File: src/rtl/cnn_pkg.sv
// cnn_pkg: state encoding, layer descriptor type, field widths and the default
// layer table shared by the layer sequencer and its output-width calculator.
package cnn_pkg;

    localparam int CNN_IW_W = 5;
    localparam int CNN_KW_W = 2;
    localparam int CNN_ST_W = 2;

    typedef enum logic [2:0] {
        S_IDLE,
        S_ISSUE,
        S_RUN,
        S_DONE,
        S_ERR
    } state_t;

    typedef struct packed {
        logic [CNN_IW_W-1:0] iw;
        logic [CNN_KW_W-1:0] kw;
        logic [CNN_ST_W-1:0] st;
    } layer_cfg_t;

    // Entries past the defined network fall back to a pass-through 5/1/1 layer.
    function automatic layer_cfg_t default_cfg(input int idx);
        case (idx)
            0:       return '{iw: CNN_IW_W'(28), kw: CNN_KW_W'(3), st: CNN_ST_W'(1)};
            1:       return '{iw: CNN_IW_W'(26), kw: CNN_KW_W'(2), st: CNN_ST_W'(2)};
            2:       return '{iw: CNN_IW_W'(13), kw: CNN_KW_W'(3), st: CNN_ST_W'(1)};
            3:       return '{iw: CNN_IW_W'(11), kw: CNN_KW_W'(2), st: CNN_ST_W'(2)};
            default: return '{iw: CNN_IW_W'(5),  kw: CNN_KW_W'(1), st: CNN_ST_W'(1)};
        endcase
    endfunction

endpackage

File: src/rtl/out_width_calc.sv
// out_width_calc: combinational convolution output width (iw - kw) / st + 1
// with floor division, plus detection of geometries that cannot be issued.
module out_width_calc #(
    parameter int IW_W = 5,
    parameter int KW_W = 2,
    parameter int ST_W = 2
) (
    input  logic [IW_W-1:0] i_iw,
    input  logic [KW_W-1:0] i_kw,
    input  logic [ST_W-1:0] i_st,
    output logic [IW_W-1:0] o_ow,
    output logic            o_geom_err
);

    logic [IW_W-1:0] w_kw;
    logic [IW_W-1:0] w_diff;

    assign w_kw       = IW_W'(i_kw);
    assign w_diff     = i_iw - w_kw;
    assign o_geom_err = (w_kw > i_iw) || (i_st == '0) || (i_kw == '0);
    // Bad geometry forces zero so a divide-by-zero never reaches the output.
    assign o_ow       = o_geom_err ? '0 : (w_diff / IW_W'(i_st)) + IW_W'(1);

endmodule

File: src/rtl/layer_sequencer.sv
// layer_sequencer: walks the CNN layer table, issuing each layer's geometry to the datapath.
// Optional LAYER_SEQ_CFG_WR_EN turns the table into host-writable registers.
module layer_sequencer
    import cnn_pkg::*;
#(
    parameter int NUM_LAYERS = 6,
    parameter int IW_W       = CNN_IW_W,
    parameter int KW_W       = CNN_KW_W,
    parameter int ST_W       = CNN_ST_W,
    localparam int IDX_W     = (NUM_LAYERS > 1) ? $clog2(NUM_LAYERS) : 1
) (
    input  logic                  clk,
    input  logic                  reset,
    input  logic                  start,
    input  logic                  abort,
    input  logic                  layer_done,
`ifdef LAYER_SEQ_CFG_WR_EN
    input  logic                  cfg_we,
    input  logic [IDX_W-1:0]      cfg_addr,
    input  logic [IW_W-1:0]       cfg_iw,
    input  logic [KW_W-1:0]       cfg_kw,
    input  logic [ST_W-1:0]       cfg_st,
`endif
    output logic                  ready,
    output logic                  busy,
    output logic                  done,
    output logic                  cfg_err,
    output logic                  layer_start,
    output logic [NUM_LAYERS-1:0] layer_active,
    output logic [IDX_W-1:0]      layer_idx,
    output logic [IW_W-1:0]       input_width,
    output logic [KW_W-1:0]       kernel_width,
    output logic [ST_W-1:0]       stride,
    output logic [IW_W-1:0]       output_width
);

    state_t                r_state;
    logic                  r_ready;
    logic                  r_done;
    logic                  r_err;
    logic                  r_lstart;
    logic [NUM_LAYERS-1:0] r_active;
    logic [IDX_W-1:0]      r_idx;
    logic [IW_W-1:0]       r_iw;
    logic [KW_W-1:0]       r_kw;
    logic [ST_W-1:0]       r_st;
    logic [IW_W-1:0]       r_ow;

    logic [IDX_W-1:0]      w_next_idx;
    logic                  w_last;
    logic                  w_issue;
    layer_cfg_t            w_cfg;
    logic [IW_W-1:0]       w_iw;
    logic [KW_W-1:0]       w_kw;
    logic [ST_W-1:0]       w_st;
    logic [IW_W-1:0]       w_ow;
    logic                  w_geom_err;

    assign w_last     = (r_idx == IDX_W'(NUM_LAYERS - 1));
    assign w_next_idx = (r_state == S_IDLE) ? '0 : r_idx + IDX_W'(1);
    assign w_issue    = ((r_state == S_IDLE) && start) ||
                        ((r_state == S_RUN) && layer_done && !w_last);

`ifdef LAYER_SEQ_CFG_WR_EN
    // Table is sized to the full index space so lookahead past the last layer stays in range.
    layer_cfg_t r_table [1 << IDX_W];

    always_ff @(posedge clk or negedge reset) begin
        if (!reset) begin
            for (int i = 0; i < (1 << IDX_W); i++) r_table[i] <= default_cfg(i);
        end else if (cfg_we && r_ready && (int'(cfg_addr) < NUM_LAYERS)) begin
            r_table[cfg_addr] <= '{iw: CNN_IW_W'(cfg_iw), kw: CNN_KW_W'(cfg_kw), st: CNN_ST_W'(cfg_st)};
        end
    end

    assign w_cfg = r_table[w_next_idx];
`else
    assign w_cfg = default_cfg(int'(w_next_idx));
`endif

    assign w_iw = IW_W'(w_cfg.iw);
    assign w_kw = KW_W'(w_cfg.kw);
    assign w_st = ST_W'(w_cfg.st);

    out_width_calc #(
        .IW_W (IW_W),
        .KW_W (KW_W),
        .ST_W (ST_W)
    ) u_owc (
        .i_iw       (w_iw),
        .i_kw       (w_kw),
        .i_st       (w_st),
        .o_ow       (w_ow),
        .o_geom_err (w_geom_err)
    );

    always_ff @(posedge clk or negedge reset) begin
        if (!reset) begin
            r_state  <= S_IDLE;
            r_ready  <= 1'b1;
            r_done   <= 1'b0;
            r_err    <= 1'b0;
            r_lstart <= 1'b0;
            r_active <= '0;
            r_idx    <= '0;
            r_iw     <= '0;
            r_kw     <= '0;
            r_st     <= '0;
            r_ow     <= '0;
        end else begin
            r_lstart <= 1'b0;
            r_done   <= 1'b0;
            // Abort shares the return-to-idle path but never pulses done or touches cfg_err.
            if (abort || (r_state == S_DONE) || (r_state == S_ERR)) begin
                r_state  <= S_IDLE;
                r_ready  <= 1'b1;
                r_active <= '0;
                r_idx    <= '0;
                r_iw     <= '0;
                r_kw     <= '0;
                r_st     <= '0;
                r_ow     <= '0;
            end else if (w_issue) begin
                r_state  <= w_geom_err ? S_ERR : S_ISSUE;
                r_ready  <= 1'b0;
                r_lstart <= !w_geom_err;
                r_done   <= w_geom_err;
                r_err    <= w_geom_err;
                r_idx    <= w_next_idx;
                r_active <= NUM_LAYERS'(1) << w_next_idx;
                r_iw     <= w_iw;
                r_kw     <= w_kw;
                r_st     <= w_st;
                r_ow     <= w_ow;
            end else if (r_state == S_ISSUE) begin
                r_state <= S_RUN;
            end else if ((r_state == S_RUN) && layer_done) begin
                r_state <= S_DONE;
                r_done  <= 1'b1;
            end
        end
    end

    assign ready        = r_ready;
    assign busy         = ~r_ready;
    assign done         = r_done;
    assign cfg_err      = r_err;
    assign layer_start  = r_lstart;
    assign layer_active = r_active;
    assign layer_idx    = r_idx;
    assign input_width  = r_iw;
    assign kernel_width = r_kw;
    assign stride       = r_st;
    assign output_width = r_ow;

endmodule

File: config.mk
export PLATFORM = sky130hd
export DESIGN_NAME = layer_sequencer
export DESIGN_NICKNAME = d
export VERILOG_FILES = /design/src/rtl/cnn_pkg.sv /design/src/rtl/out_width_calc.sv /design/src/rtl/layer_sequencer.sv
export SDC_FILE = /design/constraint.sdc
export NUM_CORES = 1
export LEC_CHECK = 0
export BUFFER_PORTS_ARGS = -buffer_cell sky130_fd_sc_hd__buf_2
export CORE_ASPECT_RATIO = 1.25
export CORE_UTILIZATION = 30
export DETAILED_ROUTE_END_ITERATION = 6
export PLACE_DENSITY = 0.57
export SETUP_SLACK_MARGIN = 0.15
export SLEW_MARGIN = 40
export SYNTH_ARGS = -nofsm -noshare
export SYNTH_HDL_FRONTEND = slang
export SYNTH_HIERARCHICAL = 1
export SYNTH_SLANG_ARGS = --single-unit
File: constraint.sdc
create_clock -name clk -period 9 [get_ports clk]
set_input_delay 1.35 -clock clk [delete_from_list [all_inputs] [get_ports clk]]
set_output_delay 1.35 -clock clk [all_outputs]
set_load 0.005 [all_outputs]
==> flow_metrics.env, run 1 <==
export IMPL_outcome="completed"
export IMPL_cts_tree="yes"
export IMPL_final_nets=245
export IMPL_hold_path_class="flip-flop to flip-flop"
export IMPL_start_util_pct=31.2
export IMPL_wl_per_cell_um=13.2
export IMPL_cp_arrival_ns=8.17
export IMPL_r2r_cells=34
export IMPL_antenna_found_initial=0
export IMPL_layout_commonest_cell="buf_2"
export IMPL_start_kind="flip-flop"
export IMPL_grt_usage_pct=12.5
export IMPL_syn_nets=216
export IMPL_yosysSeqAreaShare_pct=33.9
export IMPL_crit_family="adder cells"
export IMPL_grt_overflow=0
export IMPL_dp_hpwl_um=3050
export IMPL_crit_top_cell="ha_1"
export IMPL_drive_gt1_share_pct=24.9
export IMPL_place_congestion=0.782
export IMPL_rrSetupSlack_ns=0.99
export IMPL_r2r_end="output_width[4]"
export IMPL_hold_path_endpoint="layer_active[1]"
export IMPL_cts_root_buf="clkbuf_8"
export IMPL_die_y_um=91.6
export IMPL_die_x_um=73.7
export IMPL_num_antenna_cells=0
export IMPL_drcViolationCount=0
export IMPL_final_setup_viol_count=0
export IMPL_crit_type="flip-flop to flip-flop"
export IMPL_relSlewSlack_pct=44.8
export IMPL_grt_pass1_wl_um=6660
export IMPL_hold_violations=0
export IMPL_syn_cell_area_um2=1930
export IMPL_detail_route_iter0_violations=67
export IMPL_drv_slew=0
export IMPL_cp_slowest_cell="or4_1"
export IMPL_htree_levels=1
export IMPL_portBuffers=32
export IMPL_grt_start_max_net_pins=27
export IMPL_worst_setup_path_end_kind="flip-flop"
export IMPL_clkSinkCount=26
export IMPL_synth_avg_cell_area_um2=9.98
export IMPL_fp_dieArea_um2=6750
export IMPL_layout_common_cells="32 x buf_2, 25 x dfrtp_1, 18 x inv_1, 16 x a22o_1, 16 x ha_1"
export IMPL_num_rows=32
export IMPL_drtPass1Iterations=4
export IMPL_cp_required_ns=9.16
export IMPL_async_reset_ff_share_pct=100
export IMPL_r2r_start="layer_idx[0]"
export IMPL_num_io_pins=33
export IMPL_min_period_ns=8.01
export IMPL_grt_pass1_vias=1457
export IMPL_fmax_ghz=0.125
export IMPL_worst_pin_slew_ns=0.827
export IMPL_fin_skew_ns=0.00885
export IMPL_rsz0062_at_grt="no"
export IMPL_worstPathMaxFanout=9
export IMPL_cpPeakStageDelay_ns=0.57
export IMPL_detail_route_antenna_nets=0
export IMPL_synth_ff_type="dfrtp_1"
export IMPL_area_growth_pct=13.3
export IMPL_routed_wl_um=4030
export IMPL_fin_crit_sh_pct=89.0
export IMPL_post_cts_buffers=0
export IMPL_synth_edf_count=0
export IMPL_coreArea_um2=6170
export IMPL_syn_inst=193
export IMPL_worstHoldStart="layer_active[1]"
export IMPL_clock_path_buffers=2
export IMPL_holdPathStages=1
export IMPL_post_synth_num_cell_types=56
export IMPL_num_vias=1509
export IMPL_cts_resized=0
export IMPL_clkLatencyLatePin_ns=0.27
export IMPL_ys_warnings_count=6
export IMPL_cts_buffers_inserted=3
export IMPL_holdBufCountCts=0
export IMPL_cp_num_buf_inv=4
export IMPL_maxCapViolCount=0
export IMPL_clk_pin_slew_ns=0.09
export IMPL_fin_tns_setup_ns=0
export IMPL_synth_seq_cells=26
export IMPL_viasPerCell=4.93
## per-stage QoR
step / cells / cell area [um^2] / hold WS, ns / util, % / setup WS [ns]
floorplan: 193 / 1930 / 0.474 / - / 1.38
global placement: 302 / 2130 / 0.458 / 34.5 / 1.10
detailed placement: 302 / 2140 / 0.463 / 34.6 / 1.05
CTS: 306 / 2180 / 0.483 / 35.4 / 1.01
global route: 306 / 2180 / 0.502 / 35.4 / 0.342
finish: 306 / 2180 / 0.478 / 35.4 / 0.993
## logic make-up after synthesis
group                      after synthesis  share of synthesized area (%)
and+or+nand+nor                         55                           15.7
AOI/OAI and AO/OA                       51                           21.9
buffers and inverters                   28                           7.54
DFF                                     26                           33.9
adders and majority gates               18                           12.5
muxes                                    8                           4.94
xor gates and xnor gates                 7                           3.57
## how the worst max path moves through the flow
stage | end | from | slack [ns] | depth (start not counted)
after global placement | output_width[4] | layer_idx[0] | 1.10 | 33
after detailed placement | output_width[4] | layer_idx[0] | 1.05 | 34
after global routing | output_width[4] | layer_idx[0] | 0.34 | 34
after CTS | output_width[4] | layer_idx[0] | 1.01 | 34
final | output_width[4] | layer_idx[0] | 0.99 | 34
after floorplan | output_width[4] | layer_idx[0] | 1.38 | 33
## worst reg2reg max path, delay by kind of cell, from the launching register on
family	cells	cell delay (ns)
AOI/OAI and AO/OA	8	1.80
buffers and inverters	4	0.41
DFF	1	0.49
muxes	2	0.67
adders and majority gates	9	2.49
xor gates and xnor gates	2	0.37
and+or+nand+nor	9	1.70
## cell usage after synthesis, drive strengths merged, types with 2 or more instances
cell type	count	share of area [%]
mux2	3	2.3
a21o	4	1.6
dfrtp	25	32
nor2	10	2.1
a32o	2	1.0
buf	9	3.8
nor3	5	1.3
nand2b	5	1.6
a211oi	2	0.78
mux2i	5	2.6
o221ai	2	0.91
o21ai	6	1.6
or4	2	0.78
nand3	3	0.78
and2	2	0.72
o31ai	2	0.78
fa	2	2.1
xor2	2	1.3
nand2	15	3.1
ha	16	10
nand4	2	0.65
a21oi	7	2.0
inv	18	3.5
nor2b	2	0.65
or3	2	0.97
a22o	16	7.3
xnor2	5	2.3
## state kept, by name, summed over array words and instances (netlist names)
name,cells
ready,1
layer_active,6
r_state,3
cfg_err,1
layer_start,1
input_width,5
output_width,5
layer_idx,3
done,1
## final cells by class
type / count / area, um^2
fill: 647 / 3990
multi-input combinational: 139 / 1130
sequential: 26 / 652
timing repair buffer: 34 / 175
tap: 85 / 106
inverter: 18 / 67.6
clock buffer: 4 / 45.0
## metal layers
layer  up-vias  track usage (%)  wire, um
met1       718             15.9      1840
met4         0             5.13        90
met3         8             2.22       123
li1        754                -         -
met5         -                0         0
met2        29             20.6      1970
Power of run 1 is not shown: default switching activity piles up to over one toggle a cycle in this logic, so the estimate is an artifact.
==> run 2, diff against run 1 <==
--- a/config.mk
+++ b/config.mk
@@ -5,6 +5,7 @@
 export SDC_FILE = /design/constraint.sdc
 export NUM_CORES = 1
 export LEC_CHECK = 0
+export ABC_AREA = 1
 export BUFFER_PORTS_ARGS = -buffer_cell sky130_fd_sc_hd__buf_2
 export CORE_ASPECT_RATIO = 1.25
 export CORE_UTILIZATION = 30
==> flow_metrics.env, run 2 <==
export IMPL_outcome="completed"
export IMPL_drv_slew=0
export IMPL_layout_commonest_cell="nand2_1"
export IMPL_area_growth_pct=14.5
export IMPL_worstPathMaxFanout=13
export IMPL_grt_usage_pct=13.0
export IMPL_cp_required_ns=9.22
export IMPL_num_io_pins=33
export IMPL_htree_levels=1
export IMPL_wl_per_cell_um=11.1
export IMPL_post_cts_buffers=0
export IMPL_clkSinkCount=26
export IMPL_synth_edf_count=0
export IMPL_holdBufCountCts=0
export IMPL_grt_start_max_net_pins=27
export IMPL_grt_overflow=0
export IMPL_worstHoldStart="input_width[4]"
export IMPL_layout_common_cells="91 x nand2_1, 43 x inv_1, 32 x buf_2, 25 x dfrtp_1, 17 x nor2_1"
export IMPL_coreArea_um2=6610
export IMPL_r2r_start="r_state[0]"
export IMPL_post_synth_num_cell_types=31
export IMPL_fin_skew_ns=0.00653
export IMPL_cts_resized=0
export IMPL_crit_top_cell="nand2_1"
export IMPL_place_congestion=0.773
export IMPL_viasPerCell=4.47
export IMPL_yosysMostFrequentCell="nand2_1"
export IMPL_timing_hold_ws_ns=0.481
export IMPL_syn_cell_area_um2=2060
export IMPL_synthTopCellsByCount="91 x nand2_1, 43 x inv_1, 25 x dfrtp_1, 17 x nor2_1, 16 x ha_1"
export IMPL_final_nets=335
export IMPL_cts_buffers_inserted=3
export IMPL_cts_tree="yes"
export IMPL_die_y_um=94.7
export IMPL_async_reset_ff_share_pct=100
export IMPL_drtPass1Iterations=4
export IMPL_fill_cells=719
export IMPL_crit_type="flip-flop to flip-flop"
export IMPL_fp_dieArea_um2=7210
export IMPL_fin_tns_setup_ns=0
export IMPL_grt_pass1_vias=1709
export IMPL_drive_gt1_share_pct=22.5
export IMPL_detail_route_antenna_nets=0
export IMPL_drcViolationCount=0
export IMPL_rsz0062_at_grt="no"
export IMPL_maxCapViolCount=0
export IMPL_ys_warnings_count=6
export IMPL_hold_path_class="flip-flop to flip-flop"
export IMPL_die_x_um=76.1
export IMPL_synth_ff_type="dfrtp_1"
export IMPL_worst_pin_slew_ns=0.669
export IMPL_min_period_ns=7.57
export IMPL_num_rows=33
export IMPL_relSlewSlack_pct=55.4
export IMPL_worst_setup_path_end_kind="flip-flop"
export IMPL_hold_violations=0
export IMPL_final_setup_viol_count=0
export IMPL_syn_nets=303
export IMPL_synth_area_top_cells="dfrtp_1 30%, nand2_1 17%, ha_1 9.7%"
export IMPL_detail_route_iter0_violations=138
export IMPL_place_area_um2=2290
export IMPL_synth_seq_cells=26
export IMPL_cp_arrival_ns=7.80
export IMPL_clk_pin_slew_ns=0.10
export IMPL_synth_top_area_share_pct=30.4
export IMPL_routed_wl_um=4410
export IMPL_grt_pass1_wl_um=7540
export IMPL_num_vias=1778
export IMPL_fin_util_pct=35.7
export IMPL_yosysTopAreaCell="dfrtp_1"
export IMPL_syn_inst=280
export IMPL_final_area_um2=2360
export IMPL_clkLatencyLatePin_ns=0.28
export IMPL_multi_input_comb_area_um2=1180
export IMPL_portBuffers=32
export IMPL_fmax_ghz=0.132
export IMPL_antenna_found_initial=0
export IMPL_synth_avg_cell_area_um2=7.36
export IMPL_start_kind="flip-flop"
export IMPL_cts_root_buf="clkbuf_8"
export IMPL_worstSetupStartpoint="r_state[0]"
export IMPL_start_util_pct=31.2
export IMPL_num_antenna_cells=0
export IMPL_cp_slowest_cell="dfrtp_1"
export IMPL_ff_latch_area_um2=652
export IMPL_yosysSeqAreaShare_pct=31.6
export IMPL_clock_path_buffers=2
export IMPL_dp_hpwl_um=3500
export IMPL_fin_crit_sh_pct=84.1
export IMPL_cpPeakStageDelay_ns=0.45
export IMPL_largest_reg_flops=6
==> run 2: cell types whose count changed after synthesis, moves of 6 or more <==
cell	change
nand2_1	+77
inv_1	+25
a22o_1	-16
o21ai_0	+6
nand2_2	+8
nand3_1	+12
nor2_1	+8
==> run 2: final cells by class <==
type                    instances  area share (%)
multi-input cells             202            50.1
flip-flops and latches         26            27.6
inverters                      46            7.53
repair buffers                 33            7.11
well taps                      87            4.61
clock buffers                   3            1.75
clock inverters                 1            1.27
==> run 2: worst paths after layout <==
path / endpoint / slack [ns] / cells past startpoint
worst max-delay path: output_width[4] / 1.43 / 51
worst max register to register: output_width[4] / 1.43 / 51
worst min-delay path: input_width[4] / 0.48 / 2
min in group asynchronous: r_state[1] / 1.07 / 1
worst min register to register: input_width[4] / 0.48 / 2
max in group asynchronous: layer_idx[0] / 7.55 / 1
==> run 2: stage by stage <==
stage	worst slack, ns	std cells
final	1.43	398
after global routing	0.595	398
after CTS	1.36	398
after detailed placement	1.38	394
after global placement	1.47	394
after floorplan	2.15	280
==> run 2: metal layers <==
layer,up-vias,routed length [um],global-route usage (%)
met1,818,1880,14.1
met3,4,124,1.26
li1,928,-,-
met2,28,2350,26.0
met5,-,0,0
met4,0,55,5.13
==> run 2: kinds of logic (layout without fill, tap and decap cells) <==
family | count (synthesis) | after routing | synth area share (%)
buffers and inverters | 52 | 83 | 11.0
flip-flops | 26 | 26 | 31.6
adder cells (fa/ha/maj) | 18 | 18 | 11.7
XOR/XNOR | 3 | 3 | 1.28
AND/OR/NAND/NOR | 158 | 158 | 37.9
AO/OA/AOI/OAI | 23 | 23 | 6.50
==> run 2: worst max-delay path, delay by kind of cell, from the launching register on <==
kind | cells | cell delay [ns]
adders and majority gates | 8 | 2.27
buffers and inverters | 9 | 0.88
AOI/OAI and AO/OA | 7 | 1.02
and+or+nand+nor | 27 | 2.91
DFF | 1 | 0.45
Power of run 2 is left out for the same reason.
